$ cat config.mk
export PLATFORM = sky130hd
export DESIGN_NAME = fetch_queue
export DESIGN_NICKNAME = d
export VERILOG_FILES = /design/src/rtl/fetch_queue.sv
export SDC_FILE = /design/constraint.sdc
export NUM_CORES = 1
export LEC_CHECK = 0
export BUFFER_PORTS_ARGS = -buffer_cell sky130_fd_sc_hd__clkbuf_2
export CELL_PAD_IN_SITES_DETAIL_PLACEMENT = 0
export CELL_PAD_IN_SITES_GLOBAL_PLACEMENT = 2
export CORE_UTILIZATION = 30
export CTS_CLUSTER_DIAMETER = 200
export CTS_CLUSTER_SIZE = 8
export DETAILED_ROUTE_END_ITERATION = 10
export PLACE_DENSITY = 0.68
export SLEW_MARGIN = 20
export SYNTH_ARGS = -nofsm -noshare
export SYNTH_HDL_FRONTEND = slang
export SYNTH_SLANG_ARGS = --single-unit
$ cat constraint.sdc
create_clock -name clk -period 6.26 [get_ports clk]
set_input_delay 1.878 -clock clk [delete_from_list [all_inputs] [get_ports clk]]
set_output_delay 1.878 -clock clk [all_outputs]
set_load 0.02 [all_outputs]
$ cat src/rtl/fetch_queue.sv
// rtl/fetch_queue.sv - in-order instruction fetch queue with credit-limited memory requests
// Optional macro FETCH_BYPASS_EN: an empty queue lets a response load id_* directly.
module fetch_queue #(
  parameter int QDEPTH = 4
) (
  input  logic        clk,
  input  logic        rst,
  input  logic [31:0] pc_addr,
  input  logic        ce,
  input  logic        branch_valid,
  input  logic [5:0]  stall,
  output logic        imem_req,
  output logic [31:0] imem_addr,
  input  logic        imem_rvalid,
  input  logic [31:0] imem_rdata,
  output logic [31:0] id_pc,
  output logic [31:0] id_inst,
  output logic        id_valid,
  output logic        stallreq_if
);
  localparam int PW = $clog2(QDEPTH);
  localparam int CW = PW + 1;
  localparam logic [CW-1:0] DEPTH_C = CW'(QDEPTH);
  localparam logic [31:0]   NOP = 32'h00000013;

  logic [CW-1:0] outstanding;
  logic [CW-1:0] occupancy;
  logic [CW-1:0] drop_cnt;
  logic [CW-1:0] inflight;
  logic [PW-1:0] tag_wr;
  logic [PW-1:0] tag_rd;
  logic [PW-1:0] q_wr;
  logic [PW-1:0] q_rd;
  logic [31:0]   tag_mem [QDEPTH];
  logic [31:0]   q_pc    [QDEPTH];
  logic [31:0]   q_inst  [QDEPTH];
  logic          rsp_accept;
  logic          rsp_keep;
  logic          bypass;
  logic          q_push;
  logic          q_pop;
  logic          stall_unused;

  assign stall_unused = ^stall[5:2];

  assign inflight    = outstanding + occupancy;
  assign imem_req    = ~rst & ce & ~stall[0] & ~branch_valid & (inflight < DEPTH_C);
  assign imem_addr   = pc_addr;
  assign stallreq_if = ~rst & (inflight == DEPTH_C);

  // A response with nothing outstanding belongs to a request issued before reset.
  assign rsp_accept = imem_rvalid & (outstanding != '0);
  assign rsp_keep   = rsp_accept & (drop_cnt == '0) & ~branch_valid;

`ifdef FETCH_BYPASS_EN
  assign bypass = rsp_keep & (occupancy == '0) & ~stall[1];
`else
  assign bypass = 1'b0;
`endif

  assign q_push = rsp_keep & ~bypass;
  assign q_pop  = ~branch_valid & ~stall[1] & (occupancy != '0);

  always_ff @(posedge clk) begin
    if (imem_req) tag_mem[tag_wr] <= pc_addr;
    if (q_push) begin
      q_pc[q_wr]   <= tag_mem[tag_rd];
      q_inst[q_wr] <= imem_rdata;
    end
  end

  always_ff @(posedge clk) begin
    if (rst) begin
      outstanding <= '0;
      occupancy   <= '0;
      drop_cnt    <= '0;
      tag_wr      <= '0;
      tag_rd      <= '0;
      q_wr        <= '0;
      q_rd        <= '0;
      id_pc       <= '0;
      id_inst     <= NOP;
      id_valid    <= 1'b0;
    end else begin
      outstanding <= outstanding + CW'(imem_req) - CW'(rsp_accept);
      if (imem_req)   tag_wr <= tag_wr + PW'(1);
      if (rsp_accept) tag_rd <= tag_rd + PW'(1);

      if (branch_valid) begin
        // Everything still in flight after this edge belongs to the old path.
        drop_cnt  <= outstanding - CW'(rsp_accept);
        occupancy <= '0;
        q_wr      <= '0;
        q_rd      <= '0;
        id_valid  <= 1'b0;
        id_inst   <= NOP;
      end else begin
        if (rsp_accept && (drop_cnt != '0)) drop_cnt <= drop_cnt - CW'(1);
        occupancy <= occupancy + CW'(q_push) - CW'(q_pop);
        if (q_push) q_wr <= q_wr + PW'(1);
        if (q_pop)  q_rd <= q_rd + PW'(1);
        if (!stall[1]) begin
          if (q_pop) begin
            id_pc    <= q_pc[q_rd];
            id_inst  <= q_inst[q_rd];
            id_valid <= 1'b1;
          end else if (bypass) begin
            id_pc    <= tag_mem[tag_rd];
            id_inst  <= imem_rdata;
            id_valid <= 1'b1;
          end else begin
            id_valid <= 1'b0;
            id_inst  <= NOP;
          end
        end
      end
    end
  end

endmodule

==> flow_metrics.py <==
metrics = {
    "status": {
        "outcome": "completed",
    },
    "worst_setup_path": {
        "endpoint_kind": "primary output",
        "cp.arrival_ns": 3.20,
        "start_kind": "input port",
        "crit_start": "branch_valid",
        "r2r_cells": 6,
        "r2r_slack_ns": 3.42,
        "crit_type": "input port to primary output",
        "r2r_start": "drop_cnt[0]",
        "path_max_fanout": 14,
        "critPathRequiredTime_ns": 4.38,
        "r2r-end": "q_inst[3][0]",
    },
    "timing": {
        "relSlewSlack_pct": 30.8,
        "slew_violations": 0,
        "finalCritPeriodShare_pct": 81.0,
        "grt_setup_unrepaired": "false",
        "finalHoldViolations": 0,
        "period_needed_ns": 5.07,
        "fin_worst_skew_ns": 0.0315,
        "setup_tns_ns": 0,
        "setup_viol": 0,
        "worstMarginPinSlew_ns": 1.04,
        "fmax_mhz": 197,
        "setup_ws_ns": 1.19,
    },
    "clocking": {
        "numCtsBuffers": 68,
        "h-tree-depth": 3,
        "cts_sinks": 470,
        "postCtsSetupBuffers": 0,
        "cts_tree": "built",
        "cts_resized": 0,
        "clock_latency_ns": 0.59,
        "cts_hold_buf": 0,
        "clk_pin_slew_ns": 0.05,
        "cts_root_buffer": "clkbuf_16",
        "clk_path_buf_depth": 3,
    },
    "synthesis": {
        "synth_seq_area_share_pct": 76.4,
        "yosys_warnings": 0,
        "synth_top_area_share_pct": 66.5,
        "synth_top_flop_cell": "edfxtp_1",
        "async_reset_ff_share_pct": 0,
        "synth_edf_count": 384,
        "synthDistinctLibCells": 46,
        "syn_avg_cell_area_um2": 21.2,
        "synth_nets": 913,
        "synth_common_cells": "edfxtp_1 (384), mux4_2 (96), dfxtp_1 (86)",
        "synth.most_common_cell": "edfxtp_1",
        "ys_ff_latch": 470,
        "synthTopCellsByArea": "edfxtp_1 (67%), mux4_2 (12%), dfxtp_1 (9.9%)",
        "syn_area_um2": 17300,
        "synth_area_leader_cell": "edfxtp_1",
        "synth_cells": 818,
    },
    "die": {
        "start_util_pct": 30.6,
        "die_y_um": 242,
        "rows": 87,
        "io_pins": 174,
        "die_area_um2": 58800,
        "coreArea_um2": 56700,
        "die_w_um": 242,
    },
    "placement": {
        "pre_cts_slack_ns": 1.17,
        "placed_area_um2": 18800,
        "hpwl_mm": 19.6,
        "gp_congestion": 0.673,
        "placed_cells_incl_taps": 1683,
        "portBuffers": 169,
    },
    "routing": {
        "vias": 8140,
        "avgViaCountPerCell": 4.50,
        "ant_nets": 0,
        "drc": 0,
        "drt-wirelength-per-cell_um": 20.0,
        "drt_iter0_drc": 406,
        "firstDrtPassIters": 4,
        "wl_mm": 36.1,
    },
    "cells_and_area": {
        "design_area_um2": 20800,
        "instances_no_fill": 1807,
        "nets": 1094,
        "drive_above_1_share_pct": 35.6,
        "area_growth_pct": 20.0,
    },
    "global_route": {
        "track_usage_pct": 12.5,
        "grt_first_pass_wirelength_mm": 54.0,
        "antenna_found_initial": 1,
        "grt_max_degree": 56,
        "grt_pass1_vias": 8665,
        "overflow": 0,
    },
    "hold_path": {
        "hp-class": "flip-flop to flip-flop",
        "min-delay-start": "id_inst[10]",
        "whs_path_depth": 1,
        "hold_path_end": "id_inst[10]",
    },
    "power": {
        "power_mw": 7.64,
        "p_leak_nw": 6.98,
        "pwr_density_cell_nw_per_um2": 367,
        "ir_worst_vdd_uv": 222,
    },
    "run": {
        "max-cap-violations": 0,
    },
}
==> layout by cell type (no fill, tap or decap), drive strengths merged, types with 3 or more instances in the layout <==
master,netlist,final
dfxtp,86,86
mux4,96,96
and2,7,7
and3,4,4
a21oi,11,11
nor2b,3,3
inv,15,18
nand3,5,5
clkbuf,10,285
o21ai,4,4
buf,62,14
fa,3,3
or3,4,4
a22o,61,61
nand2,4,4
nor3,5,5
edfxtp,384,384
ha,17,17
xnor2,4,4
o22a,3,3
nor2,9,9
==> stage by stage <==
step	hold WS, ns	utilization [%]
after global routing	0.489	36.7
after global placement	0.460	33.1
after CTS	0.477	36.6
after detailed placement	0.460	33.1
after floorplan	0.482	-
final	0.476	36.7
==> where the power goes <==
group          total (mW)  leakage, nW  switching (mW)  internal [mW]
registers            3.62         4.16          0.0474           3.57
logic               0.651         1.89           0.359          0.292
clock network        3.36        0.939            1.30           2.07
==> layout make-up <==
type | count | area, µm²
Antenna cell | 1 | 2.50
Clock buffer | 116 | 1910
Clock inverter | 5 | 58.8
Fill cell | 5263 | 35900
Inverter | 15 | 56.3
Multi-Input combinational cell | 261 | 3580
Sequential cell | 470 | 13300
Tap cell | 756 | 946
Timing Repair Buffer | 183 | 983
==> worst max path at each step <==
| stage | cells past startpoint | endpoint | slack [ns] |
|---|---|---|---|
| after floorplan | 3 | imem_req | 1.40 |
| after global placement | 4 | imem_req | 1.17 |
| after detailed placement | 4 | imem_req | 1.17 |
| after CTS | 4 | imem_req | 1.18 |
| after global routing | 4 | imem_req | 1.10 |
| final | 4 | imem_req | 1.19 |
==> logic make-up after synthesis <==
logic type,share of synthesized area (%)
adders and majority gates,1.57
xor gates and xnor gates,0.570
DFF,76.4
and+or+nand+nor,1.70
buffers and inverters,3.08
AOI/OAI and AO/OA,4.11
muxes,12.5
==> flip-flops by register name, summed over array words and instances, names as in the netlist, 3 cells and up, named ones only <==
register / count
id_inst: 32
occupancy: 3
q_pc: 128
tag_mem: 128
id_pc: 32
q_inst: 128
outstanding: 3
drop_cnt: 3
==> critical path: stages <==
cell and delay, ns:
clkbuf_2 0.21, or4b_2 0.76, nor2_1 0.16, clkbuf_2 0.19
==> per-layer routing <==
layer	part of all wire (%)	GRT usage [%]
met1	44	15.7
met3	4.9	3.48
met2	49	20.6
met5	0.036	0
met4	2.3	4.36
No activity file was read; power rests on OpenSTA's default activity.
